`src/rtl/cpu_mem_pkg.sv`:
```
// Shared constants and state encoding for the CPU memory responder.
package cpu_mem_pkg;

  typedef enum logic {
    S_CLEAR = 1'b0,
    S_RUN   = 1'b1
  } state_t;

  localparam int DEF_ADDR_WIDTH = 6;
  localparam int DEF_DATA_WIDTH = 16;
  localparam int DEF_PROG_START = 8;
  localparam int DEF_DEPTH      = 1 << DEF_ADDR_WIDTH;

endpackage

```
`src/rtl/mem_array_sp.sv`:
```
// Single write port / single read-first registered read port word array.
module mem_array_sp #(
  parameter int ADDR_WIDTH = 6,
  parameter int DATA_WIDTH = 16
) (
  input  logic                  clk,
  input  logic                  rst_n,
  input  logic                  i_wr_en,
  input  logic [ADDR_WIDTH-1:0] i_wr_addr,
  input  logic [DATA_WIDTH-1:0] i_wr_data,
  input  logic                  i_rd_en,
  input  logic [ADDR_WIDTH-1:0] i_rd_addr,
  output logic [DATA_WIDTH-1:0] o_rd_data
);

  localparam int DEPTH = 1 << ADDR_WIDTH;

  logic [DATA_WIDTH-1:0] r_mem [DEPTH];
  logic [DATA_WIDTH-1:0] r_rd_data;

  always_ff @(posedge clk) begin
    if (i_wr_en) begin
      r_mem[i_wr_addr] <= i_wr_data;
    end
  end

  // Non-blocking read of the same array gives read-first behaviour on collisions.
  always_ff @(posedge clk or negedge rst_n) begin
    if (!rst_n) begin
      r_rd_data <= '0;
    end else if (i_rd_en) begin
      r_rd_data <= r_mem[i_rd_addr];
    end else begin
      r_rd_data <= '0;
    end
  end

  assign o_rd_data = r_rd_data;

endmodule

```
`src/rtl/cpu_mem_responder.sv`:
```
// Memory-side responder: clear sweep after reset, CPU read/write, preload port.
// Optional CPU write protection below PROG_START via macro CPU_MEM_WP_EN.
module cpu_mem_responder
  import cpu_mem_pkg::*;
#(
  parameter int ADDR_WIDTH = DEF_ADDR_WIDTH,
  parameter int DATA_WIDTH = DEF_DATA_WIDTH,
  parameter int PROG_START = DEF_PROG_START
) (
  input  logic                  clk,
  input  logic                  rst_n,
  input  logic                  we,
  input  logic [ADDR_WIDTH-1:0] addr,
  input  logic [DATA_WIDTH-1:0] data,
  output logic [DATA_WIDTH-1:0] mem,
  input  logic                  ld_valid,
  input  logic [ADDR_WIDTH-1:0] ld_addr,
  input  logic [DATA_WIDTH-1:0] ld_data,
  output logic                  ld_ready,
  output logic                  busy,
`ifdef CPU_MEM_WP_EN
  output logic                  wp_err,
`endif
  output logic [ADDR_WIDTH-1:0] ld_base
);

  localparam int                  DEPTH   = 1 << ADDR_WIDTH;
  localparam logic [ADDR_WIDTH-1:0] LAST_A  = ADDR_WIDTH'(DEPTH - 1);
  localparam logic [ADDR_WIDTH-1:0] PROG_A  = ADDR_WIDTH'(PROG_START);

  state_t                r_state;
  state_t                w_state_nxt;
  logic [ADDR_WIDTH-1:0] r_cnt;
  logic [ADDR_WIDTH-1:0] w_cnt_nxt;
  logic                  r_busy;

  logic                  w_wr_en;
  logic [ADDR_WIDTH-1:0] w_wr_addr;
  logic [DATA_WIDTH-1:0] w_wr_data;
  logic                  w_rd_en;
  logic                  w_ld_ready;
  logic                  w_wp_hit;

`ifdef CPU_MEM_WP_EN
  logic                  r_wp_err;
  assign w_wp_hit = we && (addr < PROG_A);
`else
  assign w_wp_hit = 1'b0;
`endif

  always_ff @(posedge clk or negedge rst_n) begin
    if (!rst_n) begin
      r_state <= S_CLEAR;
      r_cnt   <= '0;
      r_busy  <= 1'b1;
    end else begin
      r_state <= w_state_nxt;
      r_cnt   <= w_cnt_nxt;
      r_busy  <= (w_state_nxt == S_CLEAR);
    end
  end

  // Write port arbitration: sweep, then CPU write, then preload.
  always_comb begin
    w_state_nxt = r_state;
    w_cnt_nxt   = r_cnt;
    w_wr_en     = 1'b0;
    w_wr_addr   = r_cnt;
    w_wr_data   = '0;
    w_rd_en     = 1'b0;
    w_ld_ready  = 1'b0;
    case (r_state)
      S_CLEAR: begin
        w_wr_en   = 1'b1;
        w_cnt_nxt = r_cnt + 1'b1;
        if (r_cnt == LAST_A) begin
          w_state_nxt = S_RUN;
          w_cnt_nxt   = '0;
        end
      end
      S_RUN: begin
        w_rd_en    = 1'b1;
        w_ld_ready = !we;
        if (we) begin
          w_wr_en   = !w_wp_hit;
          w_wr_addr = addr;
          w_wr_data = data;
        end else if (ld_valid) begin
          w_wr_en   = 1'b1;
          w_wr_addr = ld_addr;
          w_wr_data = ld_data;
        end
      end
    endcase
  end

`ifdef CPU_MEM_WP_EN
  always_ff @(posedge clk or negedge rst_n) begin
    if (!rst_n) begin
      r_wp_err <= 1'b0;
    end else if ((r_state == S_RUN) && w_wp_hit) begin
      r_wp_err <= 1'b1;
    end
  end

  assign wp_err = r_wp_err;
`endif

  mem_array_sp #(
    .ADDR_WIDTH (ADDR_WIDTH),
    .DATA_WIDTH (DATA_WIDTH)
  ) u_array (
    .clk       (clk),
    .rst_n     (rst_n),
    .i_wr_en   (w_wr_en),
    .i_wr_addr (w_wr_addr),
    .i_wr_data (w_wr_data),
    .i_rd_en   (w_rd_en),
    .i_rd_addr (addr),
    .o_rd_data (mem)
  );

  assign ld_ready = w_ld_ready;
  assign busy     = r_busy;
  assign ld_base  = PROG_A;

endmodule
```
`config.mk`:
```
export PLATFORM = sky130hd
export DESIGN_NAME = cpu_mem_responder
export DESIGN_NICKNAME = d
export VERILOG_FILES = /design/src/rtl/cpu_mem_pkg.sv /design/src/rtl/mem_array_sp.sv /design/src/rtl/cpu_mem_responder.sv
export SDC_FILE = /design/constraint.sdc
export NUM_CORES = 1
export LEC_CHECK = 0
export ABC_CLOCK_PERIOD_IN_PS = 5700
export BUFFER_PORTS_ARGS = -buffer_cell sky130_fd_sc_hd__buf_2
export CAP_MARGIN = 20
export CORE_MARGIN = 2
export CORE_UTILIZATION = 45
export CTS_BUF_LIST = sky130_fd_sc_hd__clkbuf_4 sky130_fd_sc_hd__clkbuf_8
export CTS_CLUSTER_DIAMETER = 60
export DETAILED_ROUTE_END_ITERATION = 7
export GPL_TIMING_DRIVEN = 0
export PLACE_DENSITY = 0.71
export SLEW_MARGIN = 15
export SYNTH_ARGS = -nofsm -noshare
export SYNTH_HDL_FRONTEND = slang
export SYNTH_HIERARCHICAL = 1
export SYNTH_SLANG_ARGS = --single-unit
```
`constraint.sdc`:
```
create_clock -name clk -period 5.7 [get_ports clk]
set_input_delay 0.57 -clock clk [delete_from_list [all_inputs] [get_ports clk]]
set_output_delay 0.57 -clock clk [all_outputs]
set_load 0.05 [all_outputs]
```
Yosys cells after proc, flatten, opt, wreduce, memory -nomap -nowiden
Memories as Yosys holds them, arrays and structs flattened.
Index checks and enable logic that the tools add are counted.
{"block": "word_totals", "inputBits": 48, "mem_bits_rw": 1024, "elab_cells": 27, "reg_bits": 24, "memories": 1, "output_inout_bits": 24}
{"name": "u_array.r_mem", "words": 64, "width": 16, "read_ports": 1, "rd_clocked_by_memory_dff": 0, "write_ports": 1, "line": "mem_array_sp.sv:18", "text": "logic [DATA_WIDTH-1:0] r_mem [DEPTH];"}
{"block": "op_classes", "bitwise": 2, "addsub": 1, "n_mux": 17, "eq_ne": 1, "reduce_logical": 1}
{"operator": "16-bit two-way mux", "count": 4}
{"operator": "6-bit two-way mux", "count": 4}
{"operator": "1-bit two-way mux", "count": 8}
{"operator": "6-bit by 1-bit adder with 6-bit output (second input constant)", "count": 1}
{"operator": "6-bit equality test (second input constant)", "count": 1}
{"operator": "1-bit NOT", "count": 2}
{"operator": "1-bit one-hot mux with 2 select lines", "count": 1}
{"operator": "1-bit zero test", "count": 1}

Longest topological paths before layout
Gate-level depths: netlist of the first run.
{"block": "depth", "word_depth": 5, "ltp_mapped": 10, "ltp_nobuf": 6}

Cells and area by module
Netlist of the first run, hierarchy kept.
{"mod": "mem_array_sp", "n_inst": 1, "cells_per_inst": 1798, "area_each_um2": 39887.0}
{"mod": "cpu_mem_responder", "n_inst": 1, "cells_per_inst": 79, "area_each_um2": 772.0}

Worst setup path after synthesis of the first run
No wires, ideal clock.
{"block": "synth_path", "kind": "input to register", "startpoint": "input port we", "endpoint": "memory u_array.r_mem[48][0], enable pin", "arrival_ns": 2.732, "setup_slack_ns": 2.559, "required_ns": 5.291, "n_path_buf": 2, "setup_ns": 0.409, "stages": 7, "path_cell_list": "buf_6 a22o_2 a22o_1 clkbuf_1 nor2b_1 nand4b_1 nor3_1"}
{"block": "synth_between", "word_cells_on_any_way": 6}
{"item": "start: declaration", "line": "cpu_mem_responder.sv:12", "text": "input logic we,"}
{"item": "6-bit two-way mux", "line": "cpu_mem_responder.sv:84", "text": "if (we) begin"}
{"item": "6-bit two-way mux", "line": "cpu_mem_responder.sv:72", "text": "case (r_state)"}
{"item": "net w_wr_addr[3]", "line": "cpu_mem_responder.sv:38", "text": "logic [ADDR_WIDTH-1:0] w_wr_addr;"}
{"item": "end: declaration", "line": "mem_array_sp.sv:18"}
The timed path passes the listed nets, and every way through them passes these cells.

Final worst setup path of the first run
{"block": "layout_path", "startpoint": "register r_state", "endpoint": "memory u_array.r_mem[7][9], enable pin"}
{"block": "layout_between", "word_cells_on_any_way": 5}
{"item": "start: declaration", "line": "cpu_mem_responder.sv:31", "text": "state_t r_state;"}
{"item": "start signal: assignment", "line": "cpu_mem_responder.sv:57", "text": "r_state <= w_state_nxt;"}
{"item": "6-bit two-way mux", "line": "cpu_mem_responder.sv:72"}
{"item": "net w_wr_addr[1]", "line": "cpu_mem_responder.sv:38"}
The timed path passes the listed nets, and every way through them passes these cells.

==> results by group, run 1 <==
Logic synthesis
  • Ys Warns: 6
  • Mapped Avg Cell Area: 21.7 sq um
  • Sequential share of the synthesized area: 0.771
  • Dominant cell type by area after synthesis: edfxtp_1
  • EDFF count, synth: 1024
  • Synth top cells by count: edfxtp_1 (1024), mux4_2 (236), nor2_1 (76)
  • Yosys reg bits: 1048
  • Primary FF master, synth: edfxtp_1
  • Most area-consuming cells after synthesis: edfxtp_1 (76%), mux4_2 (13%), mux2i_1 (1.8%)
  • Area of the mapped netlist: 40700 sq um
  • Cells after Synth: 1877
  • Yosys cell types: 52
  • Cell with the most instances after synthesis: edfxtp_1
  • Post-synth ARST share: 0.0229
  • Synth top area share: 0.756

Timing
  • Final cycle utilization of the critical path: 0.685
  • Unrepaired setup endpoints after global routing: no
  • Setup WS post-layout: 1.79 ns
  • Fin crit period: 3.91 ns
  • Setup TNS: 0 ns
  • Max Freq: 0.256 GHz
  • Rel. slew slack: 0.301
  • Hold slack: 0.387 ns
  • Least-Margin Pin Slew: 1.04 ns
  • Final Max Slew Viols: 0
  • Hold Violations, Final: 0
  • Clock Skews: 0.0362 ns
  • Final setup vio count: 0

Drt
  • Detailed-route wire length: 115 mm
  • Post-DR vias/cell: 6.19
  • DRT iter0 DRCs: 3356
  • WL/cell: 33.0 um
  • DR pass1 iterations: 6
  • Vias: 21600
  • Drt drc: 0
  • Routed Antenna Nets: 0

Setup path
  • Critical Path Start Type: register
  • CP Buf/Inv Count: 3
  • Slowest Stage Delay on Critical Path: 0.86 ns
  • CP delay by family, top: simple AND/OR/NAND/NOR gates
  • Worst setup path category: register to register
  • Cell breakdown of the critical path: buf_2 -> o21ai_1 -> a22o_1 -> clkbuf_1 -> nand4_1 -> nor2_2 -> buf_6
  • Crit path max fanout: 10
  • Reg2Reg Launch Point: r_state$_DFF_PN0_
  • Worst Setup End Kind: register
  • CP required: 6.23 ns
  • Critical path origin: r_state$_DFF_PN0_
  • Crit path DAT: 4.44 ns
  • Slowest-stage cell, CP: nor2_2

GRT
  • Total global routing overflow: 0
  • Largest net degree at the start of global routing: 65
  • Vias in the first global route: 21400
  • First-pass GRT wire length: 159 mm
  • Total GRT Usage: 0.249
  • Initial antenna violation count: 9

Final layout
  • Share of cells above drive strength 1: 0.359
  • FF+latch area: 31400 sq um
  • Nets@finish: 2236
  • # fillers: 6844
  • Multi-input logic area: 8870 sq um
  • Area grow syn2layout: 15.4%

Clock network
  • Clock buffer depth: 3
  • Resize count post-CTS: 0
  • Num CTS Buffers: 165
  • Worst-path clk slew: 0.06 ns
  • # Post-CTS Setup Buffers: 0
  • Htree depth: 4
  • Clk_lat worst skew: 0.84 ns
  • Root buf cell: clkbuf_8
  • CTS tree: done
  • Clock sink count: 1048

Power and ir drop
  • Peak supply drop: 226 uV
  • Tot Pwr: 14.8 mW
  • Leak Pwr: 12.6 nW
  • Power per cell area: 316 nW/um^2

Placement
  • Dpl ws: 1.58 ns
  • Routability-driven placement congestion ratio: 0.983
  • IO buf count: 64
  • Post-DP HPWL: 78.0 mm

Job
  • Max-Cap Viols: 0

Die
  • Core area: 89700 sq um
  • Rows: 110
  • Die ar.: 92800 sq um
  • Die X: 305 um
  • Die Y: 305 um
  • Initial core utilization: 0.453
  • Io pins: 72

Min path
  • Worst min path class: primary input to async pin

Outcome
  • Status: finished clean
==> power by group <==
part	switching [mW]	internal (mW)
clock	2.88	3.20
combinational	0.291	0.141
sequential	0	8.33
total	3.17	11.7
==> layer usage <==
metal	up-vias	wire, um	part of all wire	GRT usage
met5	-	25	0.00022	0
li1	8543	-	-	-
met1	11300	42100	0.37	0.327
met3	213	14600	0.13	0.0779
met2	1534	53400	0.46	0.384
met4	4	4910	0.043	0.107
==> through the flow <==
step                       util  std cells  instance area, sq um
after floorplan               -       1881                 40700
after global placement    0.473       3121                 42500
after detailed placement  0.488       3195                 43800
after CTS                 0.523       3485                 46900
after global routing      0.523       3489                 46900
final                     0.523       3490                 46900
==> registers in the layout, summed over array words and instances, names as in the netlist <==
signal	count
r_state	1
u_array/r_mem	1024
u_array/o_rd_data	16
r_cnt	6
busy	1
==> cells by family (layout without fill, tap and decap cells) <==
| family | after synthesis | in the layout | share of synthesized area |
|---|---|---|---|
| DFF | 1048 | 1048 | 0.771 |
| adders and majority gates | 1 | 1 | 0.000308 |
| and+or+nand+nor | 181 | 181 | 0.0215 |
| AOI/OAI and AO/OA | 188 | 188 | 0.0319 |
| xor gates and xnor gates | 2 | 2 | 0.000431 |
| buffers and inverters | 116 | 544 | 0.0175 |
| muxes | 339 | 339 | 0.157 |
| other | 2 | 11 | 0.000185 |
==> worst register-to-register path, cell delays in order, from the launching register on <==
cell and delay [ns]:
dfrtp_1 0.48, buf_2 0.23, o21ai_1 0.29, a22o_1 0.26, clkbuf_1 0.44, nand4_1 0.79
nor2_2 0.86, buf_6 0.25
==> worst paths after layout <==
| kind | end | slack, ns | cells past startpoint |
|---|---|---|---|
| max | u_array/r_mem[7][9]$_DFFE_PP_ | 1.79 | 7 |
| min | u_array/o_rd_data[11]$_DFF_PN0_ | 0.39 | 2 |
| max reg2reg | u_array/r_mem[7][9]$_DFFE_PP_ | 1.79 | 7 |
| min reg2reg | r_cnt[2]$_DFFE_PN0N_ | 0.54 | 1 |
| max in group asynchronous | u_array/o_rd_data[14]$_DFF_PN0_ | 4.74 | 2 |
| min in group clk | u_array/r_mem[42][6]$_DFFE_PP_ | 0.47 | 2 |
==> cells in the final DEF, fill, tap and decap left out, drive strengths merged, types with 4 or more instances in the layout <==
cell    instances
mux4          236
clkbuf        250
a22o           32
or4             6
nand2b         11
nand3          12
a21oi          25
a221oi         17
dfrtp          23
nand3b          4
diode           5
a32o            4
nor2           76
and2            5
conb            6
o221ai          5
a22oi           4
nor4            4
edfxtp       1024
a211oi         16
mux2           31
nand2          31
nor2b          13
mux2i          72
o22ai          35
buf           223
o21ai          42
or3             7
inv            11
clkinv         56
nor3            4
==> layout make-up <==
type / count / area share
clock inverter: 68 / 0.00875
timing repair buffer: 139 / 0.0291
multi-input combinational: 717 / 0.189
sequential: 1048 / 0.668
tap: 1176 / 0.0314
inverter: 2 / 0.000160
clock buffer: 221 / 0.0580
antenna: 5 / 0.000267
buffer: 114 / 0.0151
==> timing repair <==
item	in CTS	in global routing
hold buffers	1	0
endpoints found under the setup margin	0	0
endpoints found under the hold margin	23	0
No activity file was read; power rests on OpenSTA's default activity.
==> inputs of run 2 (changes only) <==
Settings changed: ABC_CLOCK_PERIOD_IN_PS 5700 to 3900.
Clock period 5.7 ns to 3.9 ns, I/O delays scaled along.
==> run 2 against run 1 <==
Non-clock buffer count did not move. Clock power up 46%. Maximum frequency rose by 1.3%. First-iteration DRC count decreased by 0.63%. Cell count unchanged. Wire length hardly changed. Via count up 0.25%. Die area unchanged. Flip-flop and latch count unchanged. Clock skew is 0.0027 ns higher. Setup slack lost 1.8 ns. Largest cell class unchanged.
==> results by group, run 2 (synthesized netlist as in run 1, its figures left out) <==
Outcome
  • Status: finished clean (unchanged)

Placement
  • Post-DP HPWL: 78.0 mm (unchanged)
  • Routability-driven placement congestion ratio: 0.983 (unchanged)
  • Dpl cells: 3195 (unchanged)
  • IO buf count: 64 (unchanged)

Final layout
  • Area grow syn2layout: 15.4% (about the same)
  • Most common cell after layout, fill and taps aside: edfxtp_1 (unchanged)
  • Nets@finish: 2236 (unchanged)
  • # fillers: 6843 (was 6844)
  • Max FFs per register: 1024 (unchanged)
  • Fin cells: 3490 (unchanged)
  • Register bank with the most flops: u_array/r_mem (unchanged)
  • Most frequent cells in the layout: edfxtp_1 (1024), mux4_2 (236), clkbuf_8 (170) (unchanged)
  • Share of cells above drive strength 1: 0.359 (unchanged)

Timing
  • Hold Violations, Final: 0 (unchanged)
  • Hold slack: 0.212 ns (was 0.387 ns)
  • Final Max Slew Viols: 0 (unchanged)
  • Final cycle utilization of the critical path: 0.989 (was 0.685)
  • Max Freq: 0.259 GHz (was 0.256 GHz)
  • Least-Margin Pin Slew: 1.04 ns (about the same)
  • Final setup vio count: 0 (unchanged)
  • Fin crit period: 3.86 ns (was 3.91 ns)
  • Clock Skews: 0.0389 ns (was 0.0362 ns)
  • Unrepaired setup endpoints after global routing: yes (was no)
  • Rel. slew slack: 0.306 (was 0.301)

Die
  • Die Y: 305 um (unchanged)
  • Io pins: 72 (unchanged)
  • Die ar.: 92800 sq um (unchanged)
  • Core area: 89700 sq um (unchanged)
  • Rows: 110 (unchanged)
  • Die X: 305 um (unchanged)
  • Initial core utilization: 0.453 (unchanged)

Drt
  • Vias: 21700 (was 21600)
  • DR pass1 iterations: 6 (unchanged)
  • Post-DR vias/cell: 6.21 (was 6.19)
  • DRT iter0 DRCs: 3335 (was 3356)
  • WL/cell: 33.0 um (about the same)
  • Drt drc: 0 (unchanged)
  • Detailed-route wire length: 115 mm (about the same)
  • Routed Antenna Nets: 0 (unchanged)

Job
  • Max-Cap Viols: 0 (unchanged)

GRT
  • Vias in the first global route: 21400 (unchanged)
  • Total GRT Usage: 0.249 (unchanged)
  • First-pass GRT wire length: 159 mm (unchanged)
  • Total global routing overflow: 0 (unchanged)
  • Largest net degree at the start of global routing: 65 (unchanged)
  • Initial antenna violation count: 9 (unchanged)

Clock network
  • Num CTS Buffers: 165 (unchanged)
  • Clock sink count: 1048 (unchanged)
  • Clk_lat worst skew: 0.84 ns (about the same)
  • Clock buffer depth: 3 (unchanged)
  • CTS tree: done (unchanged)
  • Root buf cell: clkbuf_8 (unchanged)
  • Worst-path clk slew: 0.06 ns (about the same)
  • # Post-CTS Setup Buffers: 0 (unchanged)
  • Htree depth: 4 (unchanged)

Setup path
  • RR Endpoint: u_array/r_mem[47][13]$_DFFE_PP_ (was u_array/r_mem[7][9]$_DFFE_PP_)
  • Reg2Reg Launch Point: r_state$_DFF_PN0_ (unchanged)
  • CP required: 4.41 ns (was 6.23 ns)
  • Cell breakdown of the critical path: buf_2 -> o21ai_1 -> a22o_1 -> clkbuf_1 -> nand4_1 -> nor2_2 -> buf_8 (was buf_2 -> o21ai_1 -> a22o_1 -> clkbuf_1 -> nand4_1 -> nor2_2 -> buf_6)
  • Worst Setup End Kind: register (unchanged)
  • Critical Path Start Type: register (unchanged)
  • CP Buf/Inv Count: 3 (unchanged)
  • CP delay by family, top: simple AND/OR/NAND/NOR gates (unchanged)
  • Slowest Stage Delay on Critical Path: 0.80 ns (was 0.86 ns)
  • Worst setup path category: register to register (unchanged)
  • Worst reg-to-reg setup slack: 0.04 ns (was 1.79 ns)
  • Crit path DAT: 4.37 ns (was 4.44 ns)
  • R2R depth: 7 (unchanged)
  • Slowest-stage cell, CP: nand4_1 (was nor2_2)
  • Crit path max fanout: 10 (unchanged)

Min path
  • Worst min path class: primary input to async pin (unchanged)

Power and ir drop
  • Leak Pwr: 12.6 nW (about the same)
  • Peak supply drop: 328 uV (was 226 uV)
  • Power per cell area: 462 nW/um^2 (was 316 nW/um^2)
run 2: changes by cell type in the layout (fill, tap and decap cells not counted):
cell    change
nor2_2      -3
nor2_4      +3
run 2: final cells by class:
class                           instances  area [sq um]  area share
Clock buffer                          221          2720      0.0580
Timing Repair Buffer                  139          1370      0.0291
Tap cell                             1176          1470      0.0313
Clock inverter                         68           410     0.00874
Sequential cell                      1048         31400       0.668
Multi-Input combinational cell        717          8880       0.189
Antenna cell                            5          12.5    0.000267
Inverter                                2          7.51    0.000160
Buffer                                114           709      0.0151
run 2: repair_timing:
| item | 4_1_cts | 5_1_grt |
|---|---|---|
| gates resized for setup | 0 | 3 |
| hold buffers | 1 | 0 |
| endpoints found under the hold margin | 23 | 0 |
| endpoints found under the setup margin | 0 | 13 |
run 2: per-layer routing:
metal / GRT usage / vias up / wire length, um
li1: - / 8548 / -
met1: 0.327 / 11400 / 42200
met2: 0.384 / 1501 / 53400
met3: 0.0779 / 221 / 14500
met4: 0.107 / 4 / 5020
met5: 0 / - / 25
run 2: through the flow:
stage                     setup slack (ns)   util  instance area (sq um)  power, mW  setup TNS [ns]
final                               0.0438  0.523                  46900       21.7               0
after global routing               -0.0221  0.523                  46900       22.3         -0.0829
after CTS                            0.124  0.523                  46900       21.8               0
after detailed placement           -0.0389  0.488                  43800       13.0         -0.0539
after global placement              -0.680  0.473                  42500       13.0         -114.33
after floorplan                      0.939      -                  40700       12.8               0
run 2: worst max-delay path by stage:
stage	startpoint	end	slack (ns)	cells after the start
3_5_place_dp	addr[2]	u_array/o_rd_data[14]$_DFF_PN0_	-0.04	10
4_1_cts	r_state$_DFF_PN0_	u_array/r_mem[7][9]$_DFFE_PP_	0.12	7
2_1_floorplan	we	u_array/r_mem[48][0]$_DFFE_PP_	0.94	7
6_report	r_state$_DFF_PN0_	u_array/r_mem[47][13]$_DFFE_PP_	0.04	7
5_1_grt	r_state$_DFF_PN0_	u_array/r_mem[47][13]$_DFFE_PP_	-0.02	7
3_3_place_gp	r_state$_DFF_PN0_	u_array/r_mem[48][14]$_DFFE_PP_	-0.68	6
run 2: power by group:
part           leakage [nW]  switching [mW]  total (mW)  internal, mW
registers              7.45               0        12.2          12.2
logic                  3.50           0.427       0.633         0.206
clock network          1.66            4.20        8.88          4.68
total                  12.6            4.63        21.7          17.1
